`src/rtl/modexp_ctrl_unit.sv`:
```
// Sequencer for the RSA modular-exponentiation datapath: drives the Montgomery
// multiplier through map, one square-and-multiply round per exponent bit (LSB first), and remap.
module modexp_ctrl_unit #(
  parameter int WIDTH      = 8,
  parameter int MMM_CYCLES = WIDTH + 2,
  localparam int RW        = $clog2(WIDTH + 1),
  localparam int SW        = $clog2(MMM_CYCLES + 1)
) (
  input  logic             clk,
  input  logic             rst,
  input  logic             ena,
  input  logic             start,
  input  logic             abort,
  input  logic [WIDTH-1:0] expE,
  input  logic [RW-1:0]    exp_len,
  output logic             rst_mmm,
  output logic             ld_a,
  output logic             ld_r,
  output logic             lock1,
  output logic             lock2,
  output logic [1:0]       sel1,
  output logic             sel2,
  output logic             busy,
  output logic             eoc,
  output logic [RW-1:0]    round
);

  typedef enum logic [3:0] {
    S_IDLE       = 4'd0,
    S_PRE_MAP    = 4'd1,
    S_MAP        = 4'd2,
    S_POST_MAP   = 4'd3,
    S_PRE_MMM    = 4'd4,
    S_MMM        = 4'd5,
    S_POST_MMM   = 4'd6,
    S_PRE_REMAP  = 4'd7,
    S_REMAP      = 4'd8,
    S_POST_REMAP = 4'd9,
    S_DONE       = 4'd10
  } state_t;

  localparam logic [SW-1:0] STEP_LAST = SW'(MMM_CYCLES - 1);
  localparam logic [RW-1:0] LEN_MAX   = RW'(WIDTH);
  localparam logic [RW-1:0] RW_ONE    = RW'(1);
  localparam logic [SW-1:0] SW_ONE    = SW'(1);

  state_t           state;
  logic [SW-1:0]    step;
  logic [RW-1:0]    rnd;
  logic [WIDTH-1:0] reg_exp;
  logic [RW-1:0]    len_q;
  logic [RW-1:0]    len_norm;

  // A zero or oversized length means "process every exponent bit".
  assign len_norm = ((exp_len == '0) || (exp_len > LEN_MAX)) ? LEN_MAX : exp_len;
  assign round    = rnd;

  always_ff @(posedge clk or posedge rst) begin
    if (rst) begin
      state   <= S_IDLE;
      step    <= '0;
      rnd     <= '0;
      reg_exp <= '0;
      len_q   <= '0;
    end else if (ena) begin
      if (abort) begin
        state   <= S_IDLE;
        step    <= '0;
        rnd     <= '0;
        reg_exp <= '0;
        len_q   <= '0;
      end else begin
        case (state)
          S_IDLE, S_DONE: begin
            if (start) begin
              state   <= S_PRE_MAP;
              reg_exp <= expE;
              len_q   <= len_norm;
              step    <= '0;
              rnd     <= '0;
            end
          end
          S_PRE_MAP: state <= S_MAP;
          S_MAP: begin
            step <= step + SW_ONE;
            if (step == STEP_LAST) state <= S_POST_MAP;
          end
          S_POST_MAP: begin
            step  <= '0;
            state <= S_PRE_MMM;
          end
          S_PRE_MMM: state <= S_MMM;
          S_MMM: begin
            step <= step + SW_ONE;
            if (step == STEP_LAST) state <= S_POST_MMM;
          end
          S_POST_MMM: begin
            // Shifting here exposes the next exponent bit for the following round.
            step    <= '0;
            reg_exp <= reg_exp >> 1;
            rnd     <= rnd + RW_ONE;
            state   <= (rnd == len_q - RW_ONE) ? S_PRE_REMAP : S_PRE_MMM;
          end
          S_PRE_REMAP: state <= S_REMAP;
          S_REMAP: begin
            step <= step + SW_ONE;
            if (step == STEP_LAST) state <= S_POST_REMAP;
          end
          S_POST_REMAP: begin
            step  <= '0;
            state <= S_DONE;
          end
          default: begin
            state <= S_IDLE;
            step  <= '0;
            rnd   <= '0;
          end
        endcase
      end
    end
  end

  // Moore decode; lock1 follows the current exponent bit during the rounds.
  always_comb begin
    rst_mmm = 1'b0;
    ld_a    = 1'b0;
    ld_r    = 1'b0;
    lock1   = 1'b0;
    lock2   = 1'b0;
    sel1    = 2'b00;
    sel2    = 1'b0;
    busy    = 1'b0;
    eoc     = 1'b0;
    case (state)
      S_PRE_MAP, S_MAP, S_POST_MAP: begin
        rst_mmm = 1'b1;
        busy    = 1'b1;
        lock1   = 1'b1;
        lock2   = 1'b1;
        ld_a    = (state == S_PRE_MAP);
        ld_r    = (state == S_POST_MAP);
      end
      S_PRE_MMM, S_MMM, S_POST_MMM: begin
        rst_mmm = 1'b1;
        busy    = 1'b1;
        lock1   = reg_exp[0];
        lock2   = 1'b1;
        sel1    = 2'b01;
        sel2    = 1'b1;
        ld_a    = (state == S_PRE_MMM);
        ld_r    = (state == S_POST_MMM);
      end
      S_PRE_REMAP, S_REMAP, S_POST_REMAP: begin
        rst_mmm = 1'b1;
        busy    = 1'b1;
        lock1   = 1'b1;
        sel1    = 2'b10;
        sel2    = 1'b1;
        ld_a    = (state == S_PRE_REMAP);
        ld_r    = (state == S_POST_REMAP);
      end
      S_DONE: eoc = 1'b1;
      default: ;
    endcase
  end

  a_busy_eoc_excl: assert property (@(posedge clk) disable iff (rst) !(busy && eoc));
  a_hold_when_off: assert property (@(posedge clk) disable iff (rst) !ena |=> $stable(state));
  a_step_bounded:  assert property (@(posedge clk) disable iff (rst) step <= SW'(MMM_CYCLES));

endmodule

```
`config.mk`:
```
export PLATFORM = sky130hd
export DESIGN_NAME = modexp_ctrl_unit
export DESIGN_NICKNAME = d
export VERILOG_FILES = /design/src/rtl/modexp_ctrl_unit.sv
export SDC_FILE = /design/constraint.sdc
export NUM_CORES = 1
export LEC_CHECK = 0
export ABC_AREA = 1
export CORE_MARGIN = 3
export CORE_UTILIZATION = 35
export CTS_BUF_LIST = sky130_fd_sc_hd__clkbuf_16
export CTS_CLUSTER_SIZE = 40
export DETAILED_ROUTE_END_ITERATION = 10
export DONT_BUFFER_PORTS = 1
export GPL_TIMING_DRIVEN = 0
export REMOVE_ABC_BUFFERS = 1
export SLEW_MARGIN = 10
export SYNTH_ARGS = -nofsm -noshare
export SYNTH_HDL_FRONTEND = slang
export SYNTH_SLANG_ARGS = --single-unit
```
`constraint.sdc`:
```
create_clock -name clk -period 2.3 [get_ports clk]
set_input_delay 0.115 -clock clk [delete_from_list [all_inputs] [get_ports clk]]
set_output_delay 0.115 -clock clk [all_outputs]
set_load 0.01 [all_outputs]
```
# Word level (Yosys, flattened, before mapping)
# Cells that the tools add are included.
[classes]
order_cmp = 1
n_eq_ne = 18
add_sub_neg = 3
reduce_logical = 22
muxes = 27
[op_table]
columns = ["operator", "n"]
rows = [
  ["$mux 4", 12],
  ["$pmux 4 s10", 1],
  ["$pmux 4 s3", 2],
  ["$reduce_or 6->1", 3],
  ["$eq 4x3->1 const B", 4],
  ["$eq 4x4->1 const B", 4],
  ["$mux 8", 2],
  ["$pmux 8 s2", 1],
  ["$reduce_or 3->1", 5],
  ["$ne 3x3->1 const B", 4],
  ["$reduce_and 3->1", 4],
  ["$reduce_or 9->1", 1],
  ["$add 4x1->4 const B", 2],
  ["$eq 4x2->1 const B", 2],
  ["$logic_not 4->1", 2],
  ["$reduce_or 8->1", 1],
  ["$pmux 1 s3", 2],
  ["$reduce_and 5->1", 1],
  ["$eq 4x1->1 const B", 1],
  ["$eq 4x4->1", 1],
  ["$gt 4x4->1 const B", 1],
  ["$mux 1", 4],
  ["$ne 2x1->1 const B", 2],
  ["$pmux 2 s2", 1],
  ["7 further kinds", 8],
]
[totals]
out_inout_bits = 14
word_cells = 76
in_bits = 17
reg_bits = 24

# Depth between registers and ports, before layout
[logic_depth]
depth_word = 6
ltp_mapped = 11
mapped_depth_nobuf = 11

# Least setup slack after synthesis
# No wires, ideal clock.
[synth_timing]
path_kind = "flip-flop to flip-flop"
startpoint = "register state[2]"
endpoint = "register rnd[0] (netlist: round[0])"
arrival_time_ns = 1.210
stages_incl_launch_ff = 9
n_path_buf = 2
synth_period_minus_slack_ns = 1.327
setup_ns = 0.117
required_time_ns = 2.183
slack_ns = 0.973
cell_sequence = "dfrtp_1 -> buf_4 -> nor2_2 -> nand2_2 -> nand3_2 -> nand2_4 -> buf_6 -> nand3_1 -> nand2_1"
[synth_between]
elab_chain_cells = 4
elab_cells_between_ends = 18
cone_classes = "eq/ne: 12; mux: 2; reduce/logical: 4"
[synth_lines]
columns = ["item", "line_no", "source"]
rows = [
  ["start: declaration", "47", "state_t state;"],
  ["start signal: assignment", "102", "state <= (rnd == len_q - RW_ONE) ? S_PRE_REMAP : S_PRE_MMM;"],
  ["$eq 4x1->1 (tied with other cells)", "73", "case (state)"],
  ["$reduce_or 8->1 (no line) or $reduce_or 2->1 (tied branches)", "-", ""],
  ["$pmux 4 s3 (tied with other cells)", "73", ""],
  ["$mux 4 or $reduce_and 3->1 (tied branches)", "-", ""],
  ["end signal: assignment", "101", "rnd <= rnd + RW_ONE;"],
  ["end: declaration", "49", "logic [RW-1:0] rnd;"],
]
# Parallel ways exist; a longest one is shown, timed or not.
# A chain may end at the register's enable or synchronous reset.

# Worst setup path in the final report
[layout_timing]
startpoint = "register state[2]"
endpoint = "output lock1"
[layout_between]
elab_chain_cells = 3
elab_cells_between_ends = 12
cone_classes = "eq/ne: 9; mux: 1; reduce/logical: 2"
[layout_lines]
columns = ["item", "line_no", "source"]
rows = [
  ["$eq 4x1->1 (tied with other cells)", "134", "case (state)"],
  ["$reduce_or 6->1 (no line) or $reduce_or 3->1 (tied branches)", "-", ""],
  ["$pmux 1 s2 (*)", "134", ""],
  ["end: declaration", "19", "output logic lock1,"],
]
# Mark *: on every way between the ends. The rest lies on a longest branch, timed or not.

==> results.sh <==
export IMPL_data_arrival_time_of_the_critical_path_ns=1.57
export IMPL_max_cap_violations=0
export IMPL_route_detailed_wl_per_inst_um=11.98
export IMPL_clk_path_buf_depth=2
export IMPL_synthesis_area_mm2=0.001708
export IMPL_ioPinCount=31
export IMPL_fp_dieW_um=75.86
export IMPL_ir_worst_vdd_uv=357.7
export IMPL_worst_clock_skew_ns=0.003501
export IMPL_synth_top_flop_cell="sky130_fd_sc_hd__dfrtp_1"
export IMPL_ys_ff_latch=24
export IMPL_worst_endpoint_required_ns=2.18
export IMPL_total_overflow_reported_by_the_global_router=0
export IMPL_synthDistinctLibCells=26
export IMPL_post_synth_top_area_fraction=0.3516
export IMPL_run_status="finished, violations left"
export IMPL_fin_tns_setup_ns=0
export IMPL_die_height_um=75.86
export IMPL_placed_cells=310
export IMPL_final_instance_count_excl_fill=315
export IMPL_power_leakage_nw=0.9644
export IMPL_synth_area_top_cells="sky130_fd_sc_hd__dfrtp_1, sky130_fd_sc_hd__nand2_1, sky130_fd_sc_hd__nand3_1, sky130_fd_sc_hd__inv_1, sky130_fd_sc_hd__o21ai_0"
export IMPL_intPower_mw=0.9797
export IMPL_power_net_switching_mw=0.7723
export IMPL_clk_latency_ns=0.26
export IMPL_detailedRoute_firstPassIterationCount=5
export IMPL_period_needed_ns=1.682
export IMPL_setup_violations=0
export IMPL_finalHoldViolCount=24
export IMPL_initial_utilization=0.3767
export IMPL_grt_setup_unrepaired="no"
export IMPL_routed_wirelength_mm=3.775
export IMPL_hold_path_class="input port to asynchronous set/reset pin"
export IMPL_sinks_on_the_clock_net=24
export IMPL_maxSlewViolCount=0
export IMPL_first_pass_grt_wire_length_mm=6.423
export IMPL_synth_yosys_seq_area_share=0.3516
export IMPL_gp_congestion=0.8274
export IMPL_grt_start_max_net_pins=25
export IMPL_timing_fmax_mhz=594.5
export IMPL_ctsHtreeMaxLevel=1
export IMPL_final_net_count=272
export IMPL_cts_inserted_buffers=3
export IMPL_cts_tree="done"
export IMPL_failed_checks="negative hold slack"
export IMPL_critical_path_peak_fanout=8
export IMPL_buffer_ports_inserted=0
export IMPL_fp_coreArea_mm2=0.004534
export IMPL_number_of_synthesized_flops_with_an_enable_pin=0
export IMPL_pwr_share_comb=0.414
export IMPL_core_rowCount=24
export IMPL_clock_pin_transition_on_the_worst_setup_and_hold_timing_paths_ns=0.06
export IMPL_max_slew_margin_rel=0.3748
export IMPL_crit_path_end_kind="primary output"
export IMPL_hold_slack_ns=-0.05348
export IMPL_powerDensity_mw_per_mm2=951.9
export IMPL_r2r_worst_path_cells=7
export IMPL_route_detailed_drc=0
export IMPL_ys_warn_count=0
export IMPL_worstSetupStartpointType="flip-flop"
export IMPL_postSynthCellCount=250
export IMPL_detailed_place_hpwl_mm=2.801
export IMPL_clock_power_share=0.224
export IMPL_area_delta_synth_final_pct=7.766
export IMPL_clock_tree_root_cell="sky130_fd_sc_hd__clkbuf_16"
export IMPL_synthesis_area_per_instance_um2=6.832
export IMPL_design_die_area_mm2=0.005754
export IMPL_route_vias_total=1533
export IMPL_globalRouteTotalUtil=0.1476
export IMPL_detail_route_vias_per_cell=4.867
export IMPL_first_global_vias=1365
export IMPL_netlist_top_cell_by_area="sky130_fd_sc_hd__dfrtp_1"
export IMPL_rr_endpoint="reg_exp[7]$_DFFE_PP0P_"
export IMPL_detail_route_antenna_nets=0
export IMPL_antenna_cells=0
export IMPL_drt_iter0_markers=82
export IMPL_period_share=0.7313
export IMPL_max_slew_worst_pin_slew_ns=0.9368
export IMPL_async_s_r_ff_share_synth=1.000
export IMPL_path_class="flip-flop to primary output"
export IMPL_regToRegStartpoint="state[1]$_DFFE_PP0P_"
export IMPL_swShare=0.4408
export IMPL_power_frac_seq=0.362
export IMPL_r2r_setup_slack_ns=0.71
export IMPL_antenna_found_initial=0
export IMPL_drive_above_1_share=0.1120
layer usage:
metal | global-route usage | vias to the layer above | routed length (µm)
li1 | - | 796 | -
met1 | 0.1987 | 693 | 1803
met2 | 0.2319 | 38 | 1700
met3 | 0.04485 | 6 | 229
met4 | 0.03495 | 0 | 42
met5 | 0 | - | 0
synthesized netlist by cell type, types with 2 or more instances:
library cell,n
sky130_fd_sc_hd__nor3_1,3
sky130_fd_sc_hd__inv_2,5
sky130_fd_sc_hd__nand2_1,106
sky130_fd_sc_hd__dfrtp_1,24
sky130_fd_sc_hd__ha_1,4
sky130_fd_sc_hd__nand3_1,26
sky130_fd_sc_hd__nand2_4,3
sky130_fd_sc_hd__xor2_1,2
sky130_fd_sc_hd__nor2_2,5
sky130_fd_sc_hd__o21ai_0,12
sky130_fd_sc_hd__buf_4,3
sky130_fd_sc_hd__nand3b_1,5
sky130_fd_sc_hd__nor2_1,11
sky130_fd_sc_hd__inv_1,19
sky130_fd_sc_hd__nand3_2,2
sky130_fd_sc_hd__nand2_2,5
sky130_fd_sc_hd__o21ai_1,3
sky130_fd_sc_hd__a21oi_1,3
sky130_fd_sc_hd__nor2_4,2
timing repair:
item,CTS,global route
resized for setup,0,0
hold buffers,1,0
endpoints found under the hold margin,1,0
setup buffers,0,0
worst max-delay path, cell delays in order (launching register included):
cell and delay (ns):
sky130_fd_sc_hd__dfrtp_1 0.52, sky130_fd_sc_hd__inv_1 0.09, sky130_fd_sc_hd__nor2_1 0.21, sky130_fd_sc_hd__nand2_1 0.16
sky130_fd_sc_hd__inv_1 0.15, sky130_fd_sc_hd__nand2_1 0.06, sky130_fd_sc_hd__nand3_1 0.12
cells by family (layout without fill, tap and decap cells):
kind of cell    after synthesis  in the layout  synth area share
compound gates               19             19           0.05787
buf+inv                      29             29           0.07472
simple gates                171            171            0.4711
xor+xnor                      3              3           0.01539
fa+ha+maj                     4              4           0.02931
flops                        24             24            0.3517
layout by cell type (no fill, tap or decap), types with 2 or more instances in the layout:
cell type | Yosys | layout
sky130_fd_sc_hd__a21oi_1 | 3 | 3
sky130_fd_sc_hd__clkbuf_16 | 0 | 3
sky130_fd_sc_hd__dfrtp_1 | 24 | 24
sky130_fd_sc_hd__ha_1 | 4 | 4
sky130_fd_sc_hd__inv_1 | 19 | 19
sky130_fd_sc_hd__inv_2 | 5 | 5
sky130_fd_sc_hd__nand2_1 | 106 | 106
sky130_fd_sc_hd__nand2_2 | 5 | 5
sky130_fd_sc_hd__nand2_4 | 3 | 3
sky130_fd_sc_hd__nand3_1 | 26 | 26
sky130_fd_sc_hd__nand3_2 | 2 | 2
sky130_fd_sc_hd__nand3b_1 | 5 | 5
sky130_fd_sc_hd__nor2_1 | 11 | 11
sky130_fd_sc_hd__nor2_2 | 5 | 5
sky130_fd_sc_hd__nor2_4 | 2 | 2
sky130_fd_sc_hd__nor3_1 | 3 | 3
sky130_fd_sc_hd__o21ai_0 | 12 | 12
sky130_fd_sc_hd__o21ai_1 | 3 | 3
sky130_fd_sc_hd__xor2_1 | 2 | 2
flip-flops by register name (all words and copies together), names as in the netlist:
name / count
len_q: 4
round: 4
reg_exp: 8
state: 4
step: 4
per-stage QoR:
step / worst slack [ns] / power (mW) / util / instance area [µm²]
floorplan: 0.9635 / 1.213 / - / 1670
global placement: 0.7262 / 1.365 / 0.3863 / 1752
detailed placement: 0.7293 / 1.369 / 0.3863 / 1752
CTS: 0.6149 / 1.769 / 0.4059 / 1841
global route: 0.4177 / 1.904 / 0.4059 / 1841
finish: 0.6179 / 1.752 / 0.4059 / 1841
area by class of cell:
| type | instances | area (µm²) |
|---|---|---|
| clock buffers | 3 | 75.07 |
| clock inverters | 1 | 3.754 |
| fillers | 479 | 2694 |
| inverters | 24 | 90.09 |
| multi-input cells | 197 | 979.7 |
| flip-flops and latches | 24 | 600.6 |
| well taps | 65 | 81.33 |
| repair buffers | 1 | 10.01 |
how the worst max path moves through the flow:
stage                    startpoint                      to  slack [ns]  cells past startpoint
6_report       state[2]$_DFFE_PP0P_                   lock1        0.62                      6
5_1_grt        state[2]$_DFFE_PP0P_                   lock1        0.42                      6
4_1_cts        state[2]$_DFFE_PP0P_                   lock1        0.61                      6
3_5_place_dp   state[1]$_DFFE_PP0P_  reg_exp[7]$_DFFE_PP0P_        0.73                      7
3_3_place_gp   state[1]$_DFFE_PP0P_  reg_exp[7]$_DFFE_PP0P_        0.73                      7
2_1_floorplan  state[1]$_DFFE_PP0P_    state[3]$_DFFE_PP0P_        0.96                      9
power groups by stage:
stage	combinational, mW	sequential (mW)	clock (mW)
2_1_floorplan	0.600	0.614	0
3_3_place_gp	0.725	0.640	0
3_5_place_dp	0.729	0.640	0
4_1_cts	0.733	0.633	0.402
5_1_grt	0.837	0.653	0.414
6_report	0.725	0.635	0.392
No activity file was read; power rests on OpenSTA's default activity.
